--- src/rtl/hs_ram_arbiter.sv ---
// -----------------------------------------------------------------------------
// hs_ram_arbiter
//
// Hands the game's shared work-RAM port to the hiscore engine. The CPU owns
// the port by default; on hiscore intent this block requests a CPU pause,
// waits for the pause to be confirmed, lets in-flight bus cycles settle, and
// then switches the RAM port mux to the hiscore side. While the hiscore side
// owns the port, address/data/write-enable pass straight through and read
// data is captured into a register once the RAM read latency has elapsed.
//
// Ports
//   clk_sys          system clock
//   reset            synchronous, active-high reset
//   cpu_paused       CPU halted confirmation from the pause block
//   hs_address       hiscore RAM address
//   hs_data_in       hiscore write data
//   hs_write_enable  hiscore write strobe
//   hs_read_intent   hiscore wants read access
//   hs_write_intent  hiscore wants write access
//   hs_data_out      registered read data back to the hiscore engine
//   hs_ready         hiscore engine owns the port
//   hs_pause_req     pause request to the pause block
//   ram_sel          RAM port mux select (1 = hiscore side)
//   ram_addr         RAM address on the hiscore side (0 when not owned)
//   ram_din          RAM write data on the hiscore side (0 when not owned)
//   ram_we           RAM write enable (only ever 1 while owned)
//   ram_dout         RAM read data
//   abort            one-cycle pulse when ownership is lost
//
// Parameters
//   AW          RAM address width
//   DW          RAM data width
//   RD_LATENCY  RAM read latency in cycles (1..4)
//   SETTLE      settle cycles after cpu_paused before ownership (1..15)
// -----------------------------------------------------------------------------
module hs_ram_arbiter #(
    parameter int AW         = 11,
    parameter int DW         = 8,
    parameter int RD_LATENCY = 1,
    parameter int SETTLE     = 2
) (
    input  logic          clk_sys,
    input  logic          reset,
    input  logic          cpu_paused,
    input  logic [AW-1:0] hs_address,
    input  logic [DW-1:0] hs_data_in,
    input  logic          hs_write_enable,
    input  logic          hs_read_intent,
    input  logic          hs_write_intent,
    output logic [DW-1:0] hs_data_out,
    output logic          hs_ready,
    output logic          hs_pause_req,
    output logic          ram_sel,
    output logic [AW-1:0] ram_addr,
    output logic [DW-1:0] ram_din,
    output logic          ram_we,
    input  logic [DW-1:0] ram_dout,
    output logic          abort
);

    typedef enum logic [2:0] {
        S_IDLE,
        S_REQ,
        S_SETTLE,
        S_OWN,
        S_RELEASE
    } state_t;

    state_t                state;
    logic [3:0]            settle_cnt;
    logic [RD_LATENCY-1:0] rd_vld_p;
    logic                  sel_q;

    logic intent;
    logic own;
    logic we_own;
    logic rd_launch;

    assign intent = hs_read_intent | hs_write_intent;
    assign own    = (state == S_OWN);

    // Losing cpu_paused kills the write in the very cycle it is seen, before
    // the state register has had a chance to leave OWN.
    assign we_own    = own & hs_write_enable & hs_write_intent & cpu_paused;
    assign rd_launch = own & ~we_own;

    // Reset gates the port-facing controls combinationally so the mux and
    // write strobe fall in the cycle reset is asserted, not one later.
    assign ram_we   = we_own & ~reset;
    assign ram_sel  = sel_q & ~reset;
    assign ram_addr = (own && !reset) ? hs_address : '0;
    assign ram_din  = (own && !reset) ? hs_data_in : '0;

    always_ff @(posedge clk_sys) begin
        if (reset) begin
            state        <= S_IDLE;
            settle_cnt   <= '0;
            rd_vld_p     <= '0;
            sel_q        <= 1'b0;
            hs_ready     <= 1'b0;
            hs_pause_req <= 1'b0;
            abort        <= 1'b0;
            hs_data_out  <= '0;
        end else begin
            abort <= 1'b0;

            // Read-valid pipe: a tag follows each owned read cycle and exits
            // exactly when the RAM has produced the matching data.
            rd_vld_p[0] <= rd_launch;
            for (int i = 1; i < RD_LATENCY; i++) begin
                rd_vld_p[i] <= rd_vld_p[i-1];
            end
            if (rd_vld_p[RD_LATENCY-1]) begin
                hs_data_out <= ram_dout;
            end

            case (state)
                S_IDLE: begin
                    if (intent) begin
                        state        <= S_REQ;
                        hs_pause_req <= 1'b1;
                    end
                end

                S_REQ: begin
                    // Mux was never switched, so release leaves ram_sel low.
                    if (!intent) begin
                        state <= S_RELEASE;
                    end else if (cpu_paused) begin
                        state      <= S_SETTLE;
                        sel_q      <= 1'b1;
                        settle_cnt <= 4'(SETTLE - 1);
                    end
                end

                S_SETTLE: begin
                    if (!cpu_paused) begin
                        state <= S_RELEASE;
                        abort <= 1'b1;
                    end else if (!intent) begin
                        state <= S_RELEASE;
                    end else if (settle_cnt == 4'd0) begin
                        state    <= S_OWN;
                        hs_ready <= 1'b1;
                    end else begin
                        settle_cnt <= settle_cnt - 4'd1;
                    end
                end

                S_OWN: begin
                    // Loss of pause takes priority so a simultaneous intent
                    // drop still reports the abort.
                    if (!cpu_paused) begin
                        state    <= S_RELEASE;
                        hs_ready <= 1'b0;
                        abort    <= 1'b1;
                    end else if (!intent) begin
                        state    <= S_RELEASE;
                        hs_ready <= 1'b0;
                    end
                end

                S_RELEASE: begin
                    // Mux and pause request drop together on the way to IDLE;
                    // any new intent is picked up from IDLE next cycle.
                    state        <= S_IDLE;
                    sel_q        <= 1'b0;
                    hs_pause_req <= 1'b0;
                end

                default: begin
                    state        <= S_IDLE;
                    sel_q        <= 1'b0;
                    hs_ready     <= 1'b0;
                    hs_pause_req <= 1'b0;
                end
            endcase
        end
    end

endmodule

--- config.mk ---
export PLATFORM = sky130hd
export DESIGN_NAME = hs_ram_arbiter
export DESIGN_NICKNAME = d
export VERILOG_FILES = /design/src/rtl/hs_ram_arbiter.sv
export SDC_FILE = /design/constraint.sdc
export NUM_CORES = 1
export LEC_CHECK = 0
export CAP_MARGIN = 20
export CORE_AREA = 2 2 61 63
export DETAILED_ROUTE_END_ITERATION = 8
export DIE_AREA = 0 0 63 65
export PLACE_DENSITY = 0.75
export SLEW_MARGIN = 5
export SYNTH_ARGS = -nofsm -noshare
export SYNTH_HDL_FRONTEND = slang
export SYNTH_SLANG_ARGS = --single-unit
--- constraint.sdc ---
create_clock -name clk_sys -period 4.1 [get_ports clk_sys]
set_input_delay 0.82 -clock clk_sys [delete_from_list [all_inputs] [get_ports clk_sys]]
set_output_delay 0.82 -clock clk_sys [all_outputs]
set_load 0.01 [all_outputs]
==> flow_summary.ini, run 1 <==
[layout]
finish.net_count = 213
final_common_cell = clkdlybuf4s50_1
final_cell_mix = clkdlybuf4s50_1 (64), nor2_1 (21), and2_1 (20), dfxtp_1 (20), mux2i_1 (8)
n_fill_cell = 346
layout-drive-gt1-share = 0.0508
finalInstanceArea_um2 = 1730
antenna_cells = 0
flow.area_growth_from_synthesis_pct = 74.1
finalCoreUtilization = 0.494

[clock_tree]
clock_latency_on_the_worst_skew_pair_ns = 0.31
post_cts_buffers = 0
clock_tree.buffer_depth = 2
postCtsHoldBufs = 0
clock-root-buffer = clkbuf_4
number_of_buffers_inserted_during_clock_tree_synthesis = 3
ctsHtreeMaxLevel = 1
clock_slew_at_the_register_clock_pins_of_the_worst_setup_and_hold_paths_ns = 0.11
numClockSinks = 20
cts.repair.resized = 0
cts_tree = done

[power]
internal_power_of_the_cells_uw = 338
swShare = 0.206
peakVddDrop_uv = 135
pwr_per_cell_area_nw_per_um2 = 246
total_leakage_power_nw = 0.600
switchingPower_uw = 87.8
clkPwrFrac = 0.376
power.combinational.fraction = 0.145
share_seq_of_total_power = 0.478

[global_route]
grt_max_degree = 22
antenna_found_initial = 0
grt_pass1_vias = 962
gr_util_all_layers = 0.122
grt_remaining_overflow = 0
grt_pass1_wl_um = 3980

[routing]
drc = 0
wl_um = 2470
antenna_left = 0
via_per_inst = 4.52
drt-initial-drc-count = 35
vias = 1017
route.detailed.wl_per_inst_um = 11.0
drtPass1Iterations = 4

[yosys]
postSynth.topFlopCell = dfxtp_1
post-synth-top-area-fraction = 0.404
ys_async_sr_fraction = 0
yosys_warnings = 0
synth_edf_count = 0
count_of_distinct_cell_types_in_the_synthesized_netlist = 31
ys_seq_area_frac = 0.404
synth_area_leaders = dfxtp_1 (40%), and2_1 (13%), mux2i_1 (8.1%)
ys_seq_elements = 20
syn_nets = 149
number_of_instances_in_the_synthesized_netlist = 114
syn-mean-instance-area_um2 = 8.70
mappedNetlistArea_um2 = 992
synthDominantAreaCellType = dfxtp_1

[placed_design]
place.port_buffers = 64
dp_hpwl_um = 1990
cell_area_reported_after_detailed_placement_um2 = 1680
routability_congestion_estimate = 0.756

[critical_path]
crit_path_frequent_cell = clkdlybuf4s50_1
setup.worst_path.start_class = primary input
crit_slowest_cell = clkdlybuf4s50_1
worstPathRequired_ns = 3.28
max_stage_delay_ns = 0.54
end_kind = output port
path_class = in -> out
crit_path_max_fanout = 21
timing.critical_path.arrival_ns = 2.63
cp_cell_sequence = clkdlybuf4s50_1 > nor2_1 > and3_1 > and2_1 > clkdlybuf4s50_1

[sta]
worstMarginPinSlew_ns = 0.483
final_period_minus_worst_setup_slack_ns = 3.45
max_freq_ghz = 0.290
setup_repair_after_global_routing_missed_its_margin = false
part_of_the_cycle_the_worst_path_needs = 0.842
timing.setup.tns_ns = 0
maxSlewHeadroom = 0.678
finish_stage_setup_viols = 0
report.final.hold_viol_count = 0
timing.final.max_slew_violations = 0
fin_worst_skew_ns = 0.00382

[die]
die_y_um = 65
core_area_um2 = 3500
design.die.area_um2 = 4100
design.portCount = 65
row_cnt = 22
die_width_um = 63
initial_core_util = 0.284

[flow_run]
drv.max_cap_violation_count = 0

[outcome]
outcome = finished clean

[hold_path]
type_of_the_worst_min_delay_path = reg -> reg
-- worst paths after layout --
check | endpoint | cells past startpoint | start | slack, ns
max | ram_addr[0] | 5 | reset | 0.65
min | sel_q$_SDFFE_PP0P_ | 2 | sel_q$_SDFFE_PP0P_ | 0.47
max reg2reg | settle_cnt[3]$_SDFFE_PP0P_ | 6 | settle_cnt[0]$_SDFFE_PP0P_ | 2.51
min reg2reg | sel_q$_SDFFE_PP0P_ | 2 | sel_q$_SDFFE_PP0P_ | 0.47
-- layer usage --
layer | wire (um) | GRT usage | up-vias
met5 | 0 | 0 | -
li1 | - | - | 515
met4 | 62 | 0.0667 | 0
met3 | 280 | 0.0399 | 5
met2 | 1140 | 0.213 | 58
met1 | 996 | 0.131 | 439
-- critical path, delay by kind of cell --
kind | cells | cell delay (ns)
buf+inv | 2 | 0.98
simple gates | 3 | 0.83
-- area by class of cell --
type | instances | area, um^2 | area share
Multi-Input combinational cell | 85 | 556 | 0.322
Tap cell | 48 | 60.1 | 0.0348
Sequential cell | 20 | 400 | 0.232
Clock buffer | 3 | 22.5 | 0.0130
Clock inverter | 1 | 30.0 | 0.0174
Timing Repair Buffer | 65 | 648 | 0.375
Inverter | 3 | 11.3 | 0.00652
-- cell families (layout without fill, tap and decap cells) --
kind of cell,Yosys count,in the layout,share of synthesized area
simple gates,61,61,0.353
flops,20,20,0.404
compound gates,13,13,0.0895
mux,9,9,0.0921
buf+inv,9,72,0.0366
fa+ha+maj,2,2,0.0252
-- Yosys cell counts (2+ instances only) --
library cell and number:
a21oi_1 4, and2_1 20, buf_2 2, clkbuf_1 4
dfxtp_1 20, ha_1 2, inv_1 3, mux2i_1 8
nand3_1 3, nor2_1 21, nor3_1 5, nor4_1 2
o31ai_1 2
-- power by group through the flow --
| stage | Clock (mW) | Sequential (mW) | Combinational (mW) |
|---|---|---|---|
| final | 0.160 | 0.204 | 0.0618 |
| after global routing | 0.173 | 0.205 | 0.0670 |
| after CTS | 0.164 | 0.204 | 0.0624 |
| after detailed placement | 0 | 0.208 | 0.0622 |
| after global placement | 0 | 0.208 | 0.0608 |
| after floorplan | 0 | 0.207 | 0.0218 |
-- stage by stage --
stage | hold slack, ns | setup slack, ns | instances | power, mW
after global placement | 0.448 | 0.677 | 221 | 0.269
after detailed placement | 0.454 | 0.628 | 221 | 0.270
after CTS | 0.478 | 0.622 | 225 | 0.430
after global routing | 0.503 | 0.502 | 225 | 0.444
after floorplan | 0.432 | 1.75 | 114 | 0.228
final | 0.472 | 0.650 | 225 | 0.426
-- sequential cells by signal, indices dropped and copies added, names as in the netlist --
name          count
hs_data_out       8
settle_cnt        4
state             3
abort             1
hs_pause_req      1
hs_ready          1
rd_vld_p          1
sel_q             1
No activity file was read; power rests on OpenSTA's default activity.
==> run 2, diff against run 1 <==
clock period = 3.4 ns   (was 4.1 ns; I/O delays follow)
==> run 2 against run 1 <==
  * Critical path depth is 1 higher
  * Sequential share of layout area stayed put
  * Sequential cell count stayed put
  * Combinational power is 21% higher
  * Largest cell class unchanged
  * Critical path type unchanged
==> flow_summary.ini, run 2 (same netlist as run 1, synthesis figures left out) <==
[routing]
drtPass1Iterations = 4
wl_um = 2630
via_per_inst = 4.47
drc = 0
antenna_left = 0
route.detailed.wl_per_inst_um = 11.7
drt-initial-drc-count = 20
vias = 1005

[critical_path]
worstPathRequired_ns = 2.72
setup.worst_path.start_class = primary input
max_stage_delay_ns = 0.55
path_class = in -> out
cp_cell_sequence = clkdlybuf4s50_1 > nor2_1 > and3_1 > inv_1 > nor2_1 > clkdlybuf4s50_1
end_kind = output port
timing.critical_path.arrival_ns = 2.46
crit_slowest_cell = clkdlybuf4s50_1
crit_path_max_fanout = 21

[placed_design]
routability_congestion_estimate = 0.745
dp_hpwl_um = 2140
place.port_buffers = 64
placedCellCount = 221

[layout]
flow.area_growth_from_synthesis_pct = 74.1
non_filler_cells_in_the_finished_layout = 225
max_flop_register = hs_data_out
layout-drive-gt1-share = 0.0508
finish.net_count = 213
max_ffs_per_register = 8
antenna_cells = 0
largestRegisters = hs_data_out: 8 flops, settle_cnt: 4 flops, state: 3 flops
final_cell_mix = clkdlybuf4s50_1 (64), nor2_1 (21), and2_1 (20), dfxtp_1 (20), mux2i_1 (8)
final_common_cell = clkdlybuf4s50_1

[sta]
maxSlewHeadroom = 0.683
timing.final.max_slew_violations = 0
worstMarginPinSlew_ns = 0.475
finish_stage_setup_viols = 0
setup_repair_after_global_routing_missed_its_margin = false
max_freq_ghz = 0.319
report.final.hold_viol_count = 0
timing.setup.tns_ns = 0
fin_worst_skew_ns = 0.00845
part_of_the_cycle_the_worst_path_needs = 0.923
final_period_minus_worst_setup_slack_ns = 3.14

[clock_tree]
clock_tree.buffer_depth = 2
clock_latency_on_the_worst_skew_pair_ns = 0.30
number_of_buffers_inserted_during_clock_tree_synthesis = 3
post_cts_buffers = 0
postCtsHoldBufs = 0
cts_tree = done
numClockSinks = 20
clock_slew_at_the_register_clock_pins_of_the_worst_setup_and_hold_paths_ns = 0.11
ctsHtreeMaxLevel = 1
cts.repair.resized = 0
clock-root-buffer = clkbuf_4

[global_route]
grt_pass1_wl_um = 4400
grt_max_degree = 22
grt_pass1_vias = 1080
grt_remaining_overflow = 0
gr_util_all_layers = 0.135
antenna_found_initial = 0

[die]
design.die.area_um2 = 4100
row_cnt = 22
initial_core_util = 0.284
die_width_um = 63
die_y_um = 65
design.portCount = 65
core_area_um2 = 3500

[power]
pwr_per_cell_area_nw_per_um2 = 298
peakVddDrop_uv = 156
total_leakage_power_nw = 0.600

[hold_path]
type_of_the_worst_min_delay_path = reg -> reg

[flow_run]
drv.max_cap_violation_count = 0

[outcome]
outcome = finished clean
run 2: cell counts in the layout (fill, tap and decap cells not counted):
Identical to the previous run, type by type.
run 2: where the power goes:
group | switching, mW | leakage [nW] | internal (mW)
logic | 0.0258 | 0.410 | 0.0489
registers | 0.00637 | 0.162 | 0.240
clock network | 0.0748 | 0.0279 | 0.119
run 2: final cells by class:
class / instances / area [um^2]
fill: 339 / 1770
timing repair buffer: 65 / 648
clock inverter: 1 / 30.0
clock buffer: 3 / 22.5
tap: 48 / 60.1
inverter: 3 / 11.3
multi-input combinational: 85 / 556
sequential: 20 / 400
run 2: path summary, 6_finish.rpt:
check                                           startpoint                         end  slack, ns  cells after the start
worst max-delay path                                 reset                      ram_we       0.26                      6
worst min-delay path                    sel_q$_SDFFE_PP0P_          sel_q$_SDFFE_PP0P_       0.47                      2
worst max register to register  settle_cnt[0]$_SDFFE_PP0P_  settle_cnt[1]$_SDFFE_PP0P_       1.83                      6
worst min register to register          sel_q$_SDFFE_PP0P_          sel_q$_SDFFE_PP0P_       0.47                      2
run 2: worst max-delay path, delay by kind of cell:
kind,cells,cell delay (ns)
and+or+nand+nor,3,0.71
buffers and inverters,3,1.07
run 2: metrics by stage:
stage               utilization  setup slack, ns  power (mW)  instance area [um^2]  hold WS [ns]
floorplan                     -             1.33       0.275                   992         0.432
global placement          0.479            0.254       0.324                  1680         0.448
detailed placement        0.479            0.235       0.327                  1680         0.449
CTS                       0.494            0.222       0.519                  1730         0.476
global route              0.494           0.0950       0.539                  1730         0.503
finish                    0.494            0.263       0.514                  1730         0.468
run 2: per-layer routing:
metal	track usage	up-vias	routed length (um)
met1	0.137	436	1050
met4	0.0639	0	27
met5	0	-	0
li1	-	512	-
met2	0.247	55	1270
met3	0.0469	2	277
